$ cat src/rtl/pc_alu_branch_unit.sv
// Fetch PC register plus combinational 32-bit ALU and branch decider.
// Ports: clk/reset(active-low), pc_src/stall/jump_addr -> i_addr/i_valid; A/B/alu_op -> result+flags; branch_type -> branch_taken.
module pc_alu_branch_unit (
  input  logic        clk,
  input  logic        reset,
  input  logic        pc_src,
  input  logic        stall,
  input  logic [31:0] jump_addr,
  output logic [31:0] i_addr,
  output logic        i_valid,
  input  logic [31:0] A,
  input  logic [31:0] B,
  input  logic [2:0]  alu_op,
  output logic [31:0] result,
  output logic        zero,
  output logic        neg,
  output logic        c_out,
  output logic        over,
  input  logic [2:0]  branch_type,
  output logic        branch_taken
);

  always_ff @(posedge clk or negedge reset) begin
    if (!reset) begin
      i_addr  <= 32'h0;
      i_valid <= 1'b0;
    end else begin
      if (pc_src)
        i_addr <= jump_addr;
      else if (!stall)
        i_addr <= i_addr + 32'd4;
      i_valid <= ~stall | pc_src;
    end
  end

  logic        is_add;
  logic        is_sub;
  logic        arith;
  logic [31:0] b_eff;
  logic [32:0] sum;

  // Subtraction reuses the adder: A + ~B + 1.
  always_comb begin
    is_add = (alu_op == 3'b010);
    is_sub = (alu_op == 3'b011);
    arith  = is_add | is_sub;
    b_eff  = is_sub ? ~B : B;
    sum    = {1'b0, A} + {1'b0, b_eff} + {32'h0, is_sub};
  end

  always_comb begin
    result = B;
    unique case (alu_op)
      3'b000: result = B;
      3'b001: result = A;
      3'b010: result = sum[31:0];
      3'b011: result = sum[31:0];
      3'b100: result = A & B;
      3'b101: result = A | B;
      3'b110: result = A ^ B;
      3'b111: result = B;
      default: result = B;
    endcase
  end

  always_comb begin
    zero  = (result == 32'h0);
    neg   = result[31];
    c_out = arith & sum[32];
    over  = arith & (A[31] == b_eff[31])
                  & (sum[31] != A[31]);
  end

  always_comb begin
    branch_taken = 1'b0;
    unique case (branch_type)
      3'b000: branch_taken = zero;
      3'b001: branch_taken = ~zero;
      3'b100: branch_taken = neg ^ over;
      3'b101: branch_taken = ~(neg ^ over);
      3'b110: branch_taken = ~c_out;
      3'b111: branch_taken = c_out;
      default: branch_taken = 1'b0;
    endcase
  end

endmodule

$ cat config.mk
export PLATFORM = sky130hd
export DESIGN_NAME = pc_alu_branch_unit
export DESIGN_NICKNAME = d
export VERILOG_FILES = /design/src/rtl/pc_alu_branch_unit.sv
export SDC_FILE = /design/constraint.sdc
export NUM_CORES = 1
export LEC_CHECK = 0
export CORE_ASPECT_RATIO = 0.75
export CORE_MARGIN = 5
export CORE_UTILIZATION = 57
export CTS_BUF_LIST = sky130_fd_sc_hd__clkbuf_8
export CTS_CLUSTER_SIZE = 25
export DETAILED_ROUTE_END_ITERATION = 12
export PLACE_DENSITY = 0.91
export SLEW_MARGIN = 25
export SYNTH_ARGS = -nofsm -noshare
export SYNTH_HDL_FRONTEND = slang
export SYNTH_SLANG_ARGS = --single-unit
$ cat constraint.sdc
create_clock -name clk -period 17.9 [get_ports clk]
set_input_delay 3.58 -clock clk [delete_from_list [all_inputs] [get_ports clk]]
set_output_delay 3.58 -clock clk [all_outputs]
set_load 0.01 [all_outputs]
== Word level (Yosys, flattened, before mapping) ==
Index checks and enable logic that the tools add are counted.

* Register bits: 33
* Bits of input ports: 106
* Logic and storage cells: 44

* $add $sub $neg: 3
* Equal/unequal tests: 15
* Mux-type cells: 5
* Bitwise operators: 14
* Reduce and logical (&&, ||, !) cells: 5

{| class="wikitable"
|+ Operators by type and width
! kind !! count
|-
| $pmux 32 s6 || 1
|-
| $mux 32 || 3
|-
| $add 32x32->33 || 1
|-
| $add 33x1->33 || 1
|-
| $add 32x3->32 const B || 1
|-
| $and 32x32->32 || 1
|-
| $logic_not 32->1 || 1
|-
| $not 32->32 || 1
|-
| $or 32x32->32 || 1
|-
| $xor 32x32->32 || 1
|-
| $eq 3x3->1 const B || 8
|-
| $eq 3x1->1 const B || 2
|-
| $eq 3x2->1 const B || 2
|-
| $logic_not 3->1 || 2
|-
| $pmux 1 s6 || 1
|-
| $not 1->1 || 4
|-
| $reduce_or 2->1 || 2
|-
| $and 1x1->1 || 3
|-
| $ne 2x2->1 const B || 1
|-
| $or 1x1->1 || 2
|-
| $eq 1x1->1 || 1
|-
| $ne 1x1->1 || 1
|-
| $xor 1x1->1 || 1
|}

== Logic depth before layout (Yosys ltp) ==
Gate-level depths: netlist of the first run.

* Word-level depth: 9
* Gate-level depth with buffers: 22
* Depth with buffers taken out: 16

== Worst setup path before layout of the first run ==
No wires, ideal clock.

* Path kind: input port to output port
* Start point: in alu_op[0]
* End point: out branch_taken
* Data arrival time: 8.717 ns
* Data required time: 14.320 ns
* Slack: 5.603 ns
* Cell stages on the path: 22
* Cell sequence: buf_2 -> clkbuf_8 -> buf_2 -> clkbuf_1 -> buf_2 -> buf_2 -> nand2_1 -> buf_1 -> xnor2_1 -> ha_1 -> buf_2 -> o21ai_0 -> a221oi_2 -> o21ai_2 -> a2111oi_4 -> o21ai_2 -> o31ai_2 -> a21oi_1 -> or3b_1 -> a21oi_1 -> a2111oi_0 -> or4b_1

* Elaborated cells on any way between the ends: 26
* Those cells by class: 2 x add/sub; 9 x eq/ne; 3 x mux; 8 x bitwise; 4 x reduce/logical

{| class="wikitable"
|+ RTL lines
! element !! RTL line !! text
|-
| start: declaration || 13 || <nowiki>input logic [2:0] alu_op,</nowiki>
|-
| $eq 3x2->1 || 45 || <nowiki>is_sub = (alu_op == 3'b011);</nowiki>
|-
| $mux 32 || 47 || <nowiki>b_eff = is_sub ? ~B : B;</nowiki>
|-
| $add 32x32->33 || 48 || <nowiki>sum = {1'b0, A} + {1'b0, b_eff} + {32'h0, is_sub};</nowiki>
|-
| $add 33x1->33 || 48 ||
|-
| $and 1x1->1 (*) || 69 || <nowiki>c_out = arith & sum[32];</nowiki>
|-
| via c_out || 17 || <nowiki>output logic c_out,</nowiki>
|-
| $not 1->1 || 81 || <nowiki>3'b110: branch_taken = ~c_out;</nowiki>
|-
| $pmux 1 s6 (*) || 76 || <nowiki>unique case (branch_type)</nowiki>
|-
| end: declaration || 20 || <nowiki>output logic branch_taken</nowiki>
|}

The timed path passes the listed nets; every way through them passes the cells marked *.

== Final worst setup path of the first run ==
* Start point: in alu_op[1]
* End point: out branch_taken

* Longest elaborated chain between the ends: 9
* Elaborated cells on any way between the ends: 26
* Those cells by class: 2 x add/sub; 9 x eq/ne; 3 x mux; 8 x bitwise; 4 x reduce/logical

{| class="wikitable"
|+ Ends and longest elaborated chain
! element !! RTL line
|-
| branches (longest 8 deep; another with $add 32x32->33) || -
|-
| $pmux 1 s6 (*) || 76
|}

Mark *: on every way between the ends.

==> results of run 1 <==
==> per-layer routing <==
metal	vias up	share of wire	track usage
li1	3588	-	-
met1	3520	0.43	0.389
met2	412	0.44	0.458
met3	50	0.11	0.0700
met4	0	0.023	0.0789
met5	-	0	0
==> cell families (layout without fill, tap and decap cells) <==
logic type	after synthesis	count (layout)	synth area share
muxes	37	37	0.0864
buffers and inverters	154	287	0.0953
AOI/OAI and AO/OA	233	233	0.222
adders and majority gates	104	104	0.184
xor gates and xnor gates	73	73	0.0899
DFF	33	33	0.116
and+or+nand+nor	301	301	0.206
==> worst max-delay path, stage by stage <==
cell             delay [ps]
buf_2                   680
and2b_2                 710
nand2_2                 760
xnor2_1                 450
inv_1                   100
fa_1                    430
nand2b_1                200
a21oi_1                 320
o21ai_2                 180
a2111oi_4               480
o21ai_2                 190
o31ai_2                 270
a21oi_1                 100
or3b_1                  390
a21oi_1                 290
a2111oi_0               160
or4b_1                  530
clkdlybuf4s50_1         490
==> final cells by class <==
type | count | area, um2 | area share
Clock inverter | 1 | 5.00 | 0.000562
Clock buffer | 7 | 96.3 | 0.0108
Inverter | 97 | 364 | 0.0409
Timing Repair Buffer | 182 | 1800 | 0.202
Sequential cell | 33 | 826 | 0.0927
Multi-Input combinational cell | 748 | 5620 | 0.630
Tap cell | 166 | 208 | 0.0233
==> final timing paths <==
| kind | to | depth (start not counted) |
|---|---|---|
| worst min register to register | i_addr[1] | 1 |
| worst min-delay path | i_addr[1] | 1 |
| worst max register to register | i_addr[23] | 11 |
| max in group asynchronous | i_addr[15] | 2 |
| worst max-delay path | branch_taken | 18 |
| min in group asynchronous | i_addr[28] | 2 |
==> flip-flops by register name (all words and copies together), names as in the netlist <==
| register | cells |
|---|---|
| i_addr | 32 |
| i_valid | 1 |
==> placed cells by master (no fill, tap or decap), types with 4 or more instances in the layout <==
cell | synthesis | layout
a211o_1 | 8 | 8
a211oi_1 | 6 | 6
a21o_1 | 8 | 8
a21oi_1 | 43 | 43
a221oi_1 | 6 | 6
a222oi_1 | 6 | 6
a22oi_1 | 6 | 6
a31oi_1 | 6 | 6
and2_1 | 4 | 4
and3_1 | 14 | 14
buf_4 | 1 | 8
clkbuf_8 | 7 | 7
clkdlybuf4s50_1 | 0 | 173
dfrtp_1 | 33 | 33
ha_1 | 103 | 103
inv_1 | 97 | 97
mux2_2 | 5 | 5
mux2i_1 | 13 | 13
mux4_2 | 19 | 19
nand2_1 | 115 | 114
nand2b_1 | 5 | 5
nand3_1 | 29 | 29
nand4_1 | 21 | 21
nor2_1 | 54 | 54
nor2b_1 | 6 | 6
nor3_1 | 14 | 14
nor3b_1 | 4 | 4
nor4_1 | 5 | 5
o211ai_1 | 15 | 15
o21a_1 | 7 | 7
o21ai_0 | 77 | 77
o21ai_2 | 3 | 4
o21bai_1 | 4 | 4
o31ai_1 | 4 | 4
or2_2 | 6 | 6
or3_1 | 6 | 6
or4_1 | 4 | 4
xnor2_1 | 45 | 45
xor2_1 | 28 | 28
==> report_power, final <==
group          leakage, nW  internal [mW]  switching [mW]
clock network       0.0542         0.0348          0.0282
logic                 3.40          0.130           0.148
registers            0.399         0.0815         0.00813
==> per-stage QoR <==
| stage | power [mW] | setup slack, ps | std cells | hold slack [ps] | cell area (um2) |
|---|---|---|---|---|---|
| after floorplan | 0.253 | 5600 | 935 | 551 | 7110 |
| after global placement | 0.356 | 4270 | 1226 | 490 | 8810 |
| after detailed placement | 0.362 | 4030 | 1226 | 500 | 8810 |
| after CTS | 0.428 | 4020 | 1234 | 516 | 8910 |
| after global routing | 0.461 | 3450 | 1234 | 543 | 8910 |
| final | 0.431 | 3990 | 1234 | 515 | 8910 |
==> flow_summary.ini, run 1 <==
[floorplanning]
start_util = 0.580
ios = 176
rows = 35
die_h_um = 107
dieArea_um2 = 14800
dieWidth_um = 139
coreArea_um2 = 12300

[drt]
dr.pass1.iters = 7
route.detailed.drc = 0
post_drt_via_cell_ratio = 6.13
post_drt_wl_per_cell_um = 17.8
wirelength_mm = 22.0
ant_nets = 0
vias = 7570
first_iter_violations = 905

[clocking]
cts_setup_buffers = 0
cts_resized = 0
numCtsBuffers = 5
clock-root-buffer = clkbuf_8
worstSkewPairLatency_ps = 290
clkTransAtPathRegs_ps = 70
hold_buffers = 0
ctsHtreeMaxLevel = 2
clock-sinks = 33
cts_max_path_buffers = 2
cts_tree = done

[run]
cap_viol_max_count = 0

[layout]
nFillCells = 926
area_delta_synth_final_pct = 25.3
layout-drive-gt1-share = 0.0655
layout.nets = 1277
utilization = 0.727
diodes = 0

[synthesis]
syn_area_per_cell_um2 = 7.61
synth_seq_area_share = 0.116
yosys_warnings = 0
syn_area_um2 = 7110
netlist_instances = 935
synth_top_area_share = 0.181
ys.flop_type = dfrtp_1
synth_cell_types = 76
ys_ff_latch = 33
synth_most_common_cell = nand2_1
synth_edf_count = 0
synth_common_cells = nand2_1, ha_1, inv_1
syn_nets = 1145
yosysTopAreaCell = ha_1
synth_area_leaders = ha_1, dfrtp_1, nand2_1
async_reset_ff_frac = 1.00

[timing]
fin_skew_ps = 5.64
setup_violations = 0
fin_crit_sh = 0.777
fmax_mhz = 71.9
worst_slew_pin_slew_ps = 1020
rsz0062_at_grt = false
period_needed_ps = 13910
hold_violations = 0
fin_tns_setup_ps = 0
slew_headroom = 0.316
slew_violations = 0

[global_route]
grt_start_max_net_pins = 64
grt_pass1_vias = 7344
antenna_found_initial = 0
grt_pass1_wl_mm = 36.0
grt.total_usage = 0.287
grt_overflow = 0

[critical_path]
endpoint_kind = output pin
start_kind = input pin
r2r-start = i_addr[12]
cp.required_ps = 14320
cp-startpoint = alu_op[1]
critical_path_class = input pin to output pin
cp_max_fo = 40
arrival_ps = 10330
rrSetupSlack_ps = 15470

[placed_design]
hpwl_mm = 17.0
place.gp.congestion = 1.01
port_buffers = 175

[pwr]
ir_drop_uv = 43.6
powerDensity_nw_per_um2 = 48.4
leakage_nw = 3.86

[status]
status = finished, final reports clean

[hold_path]
min_path_type = flip-flop to flip-flop
min-delay-start = i_addr[1]
No activity file was read; power rests on OpenSTA's default activity.
==> inputs of run 2 (changes only) <==
CORE_UTILIZATION = 52   (was 57)
PLACE_DENSITY = 0.84   (was 0.91)
clock period = 14 ns   (was 17.9 ns; I/O delays follow)
==> flow_summary.ini, run 2 (synthesis results as in run 1) <==
[drt]
route.detailed.drc = 0
ant_nets = 0
dr.pass1.iters = 5
post_drt_via_cell_ratio = 5.98
first_iter_violations = 611
vias = 7438
wirelength_mm = 21.7
post_drt_wl_per_cell_um = 17.4

[critical_path]
cpLargestDelayFamily = simple AND/OR/NAND/NOR gates
cpPeakStageDelay_ps = 720
cp.required_ps = 11200
start_kind = input pin
cp_max_fo = 31
critical_path_buf_inv_count = 4
critical_path_class = input pin to output pin
cp_slowest_cell = and2b_2
endpoint_kind = output pin
path_cells = clkdlybuf4s50_1 -> buf_4 -> and2b_2 -> nand2_2 -> buf_4 -> xnor2_1 -> ha_1 -> a21oi_1 -> o221a_2 -> nor2_1 -> or3_1 -> o21ai_2 -> o31ai_2 -> or4_1 -> and3_2 -> or3_2 -> o21ai_1 -> or4b_1 -> clkdlybuf4s50_1
arrival_ps = 9230

[clocking]
ctsHtreeMaxLevel = 2
hold_buffers = 0
cts_max_path_buffers = 2
worstSkewPairLatency_ps = 280
numCtsBuffers = 5
cts_setup_buffers = 0
cts_tree = done
clock-root-buffer = clkbuf_8
clock-sinks = 33
clkTransAtPathRegs_ps = 70
cts_resized = 0

[layout]
layout.nets = 1279
regMostFlops = i_addr
nFillCells = 1190
layout-drive-gt1-share = 0.0655
top_regs = i_addr x32, i_valid x1
final_cell_mix = clkdlybuf4s50_1, nand2_1, ha_1, inv_1, o21ai_0
final_common_cell = clkdlybuf4s50_1
largest_register_ffs = 32
layout.cells.non_filler = 1244
diodes = 0
area_delta_synth_final_pct = 25.6

[global_route]
antenna_found_initial = 0
grt.busiest_layer = met2
grt_pass1_vias = 7026
grt_start_max_net_pins = 64
grt_use_met2 = 0.397
grt.total_usage = 0.257
grt_overflow = 0
grt_use_met1 = 0.378
grt_pass1_wl_mm = 35.5
grt_util_met3 = 0.0470

[floorplanning]
start_util = 0.524
rows = 37
ios = 176
die_h_um = 111
dieArea_um2 = 16100
dieWidth_um = 145
coreArea_um2 = 13600

[timing]
setup_violations = 0
fin_skew_ps = 10.1
fin_crit_sh = 0.859
hold_slack_ps = 522
rsz0062_at_grt = false
slew_violations = 0
fmax_mhz = 83.1
hold_violations = 0
slew_headroom = 0.373
period_needed_ps = 12030
fin_tns_setup_ps = 0
worst_slew_pin_slew_ps = 938

[pwr]
power_frac_comb = 0.637
clockPowerShare = 0.156
switchingPower_mw = 0.232
pwr-share-seq = 0.206
internal_power_mw = 0.323
switching_share = 0.418
ir_drop_uv = 42.6
leakage_nw = 3.86
report.power.total_mw = 0.554
powerDensity_nw_per_um2 = 62.0

[placed_design]
port_buffers = 175
place_inst = 1237
hpwl_mm = 16.8
place.gp.congestion = 0.968

[run]
cap_viol_max_count = 0

[status]
status = finished, final reports clean

[hold_path]
min_path_type = flip-flop to flip-flop
[run 2: metrics by stage]
step	cell area [um2]	worst slack [ps]	utilization
6_report	8940	1970	0.659
5_1_grt	8940	1740	0.659
4_1_cts	8940	2060	0.659
3_5_place_dp	8830	2070	0.651
3_3_place_gp	8830	2200	0.651
2_1_floorplan	7110	3260	-
[run 2: worst register-to-register path, cell delays in order, from the launching register on]
cell and delay (ps):
dfrtp_1 420, and3_1 220, and3_1 250, nand4_1 150, nor2_1 140, nand2_1 90
nor2_1 210, nand3_1 190, nor2_1 210, nand2_1 90, xor2_1 140, o21ai_0 130
[run 2: final timing paths]
path | from | end | slack [ps] | depth (start not counted)
setup reg to reg | i_addr[12] | i_addr[23] | 11670 | 11
max in group asynchronous | reset | i_addr[24] | 10760 | 2
min in group asynchronous | reset | i_addr[14] | 2920 | 2
setup / recovery | alu_op[2] | branch_taken | 1970 | 19
hold reg to reg | i_addr[0] | i_addr[0] | 520 | 1
hold / removal | i_addr[0] | i_addr[0] | 520 | 1
[run 2: cell type report]
class	instances	area (um2)	area share
repair buffers	184	1810	0.203
flip-flops and latches	33	826	0.0924
well taps	175	219	0.0245
multi-input cells	748	5610	0.628
clock buffers	5	68.8	0.00770
clock inverters	2	35.0	0.00392
inverters	97	364	0.0407
[run 2: layer usage]
| metal | share of wire | wire length, um | vias up |
|---|---|---|---|
| met5 | 0 | 0 | - |
| met4 | 0.014 | 297 | 0 |
| met3 | 0.091 | 1970 | 27 |
| met2 | 0.43 | 9310 | 338 |
| met1 | 0.47 | 10100 | 3490 |
| li1 | - | - | 3583 |
[run 2: power groups by stage]
stage | combinational (mW) | sequential, mW | clock, mW
3_5_place_dp | 0.347 | 0.116 | 0
2_1_floorplan | 0.205 | 0.119 | 0
5_1_grt | 0.386 | 0.116 | 0.0922
6_report | 0.353 | 0.114 | 0.0867
3_3_place_gp | 0.342 | 0.116 | 0
4_1_cts | 0.349 | 0.114 | 0.0882
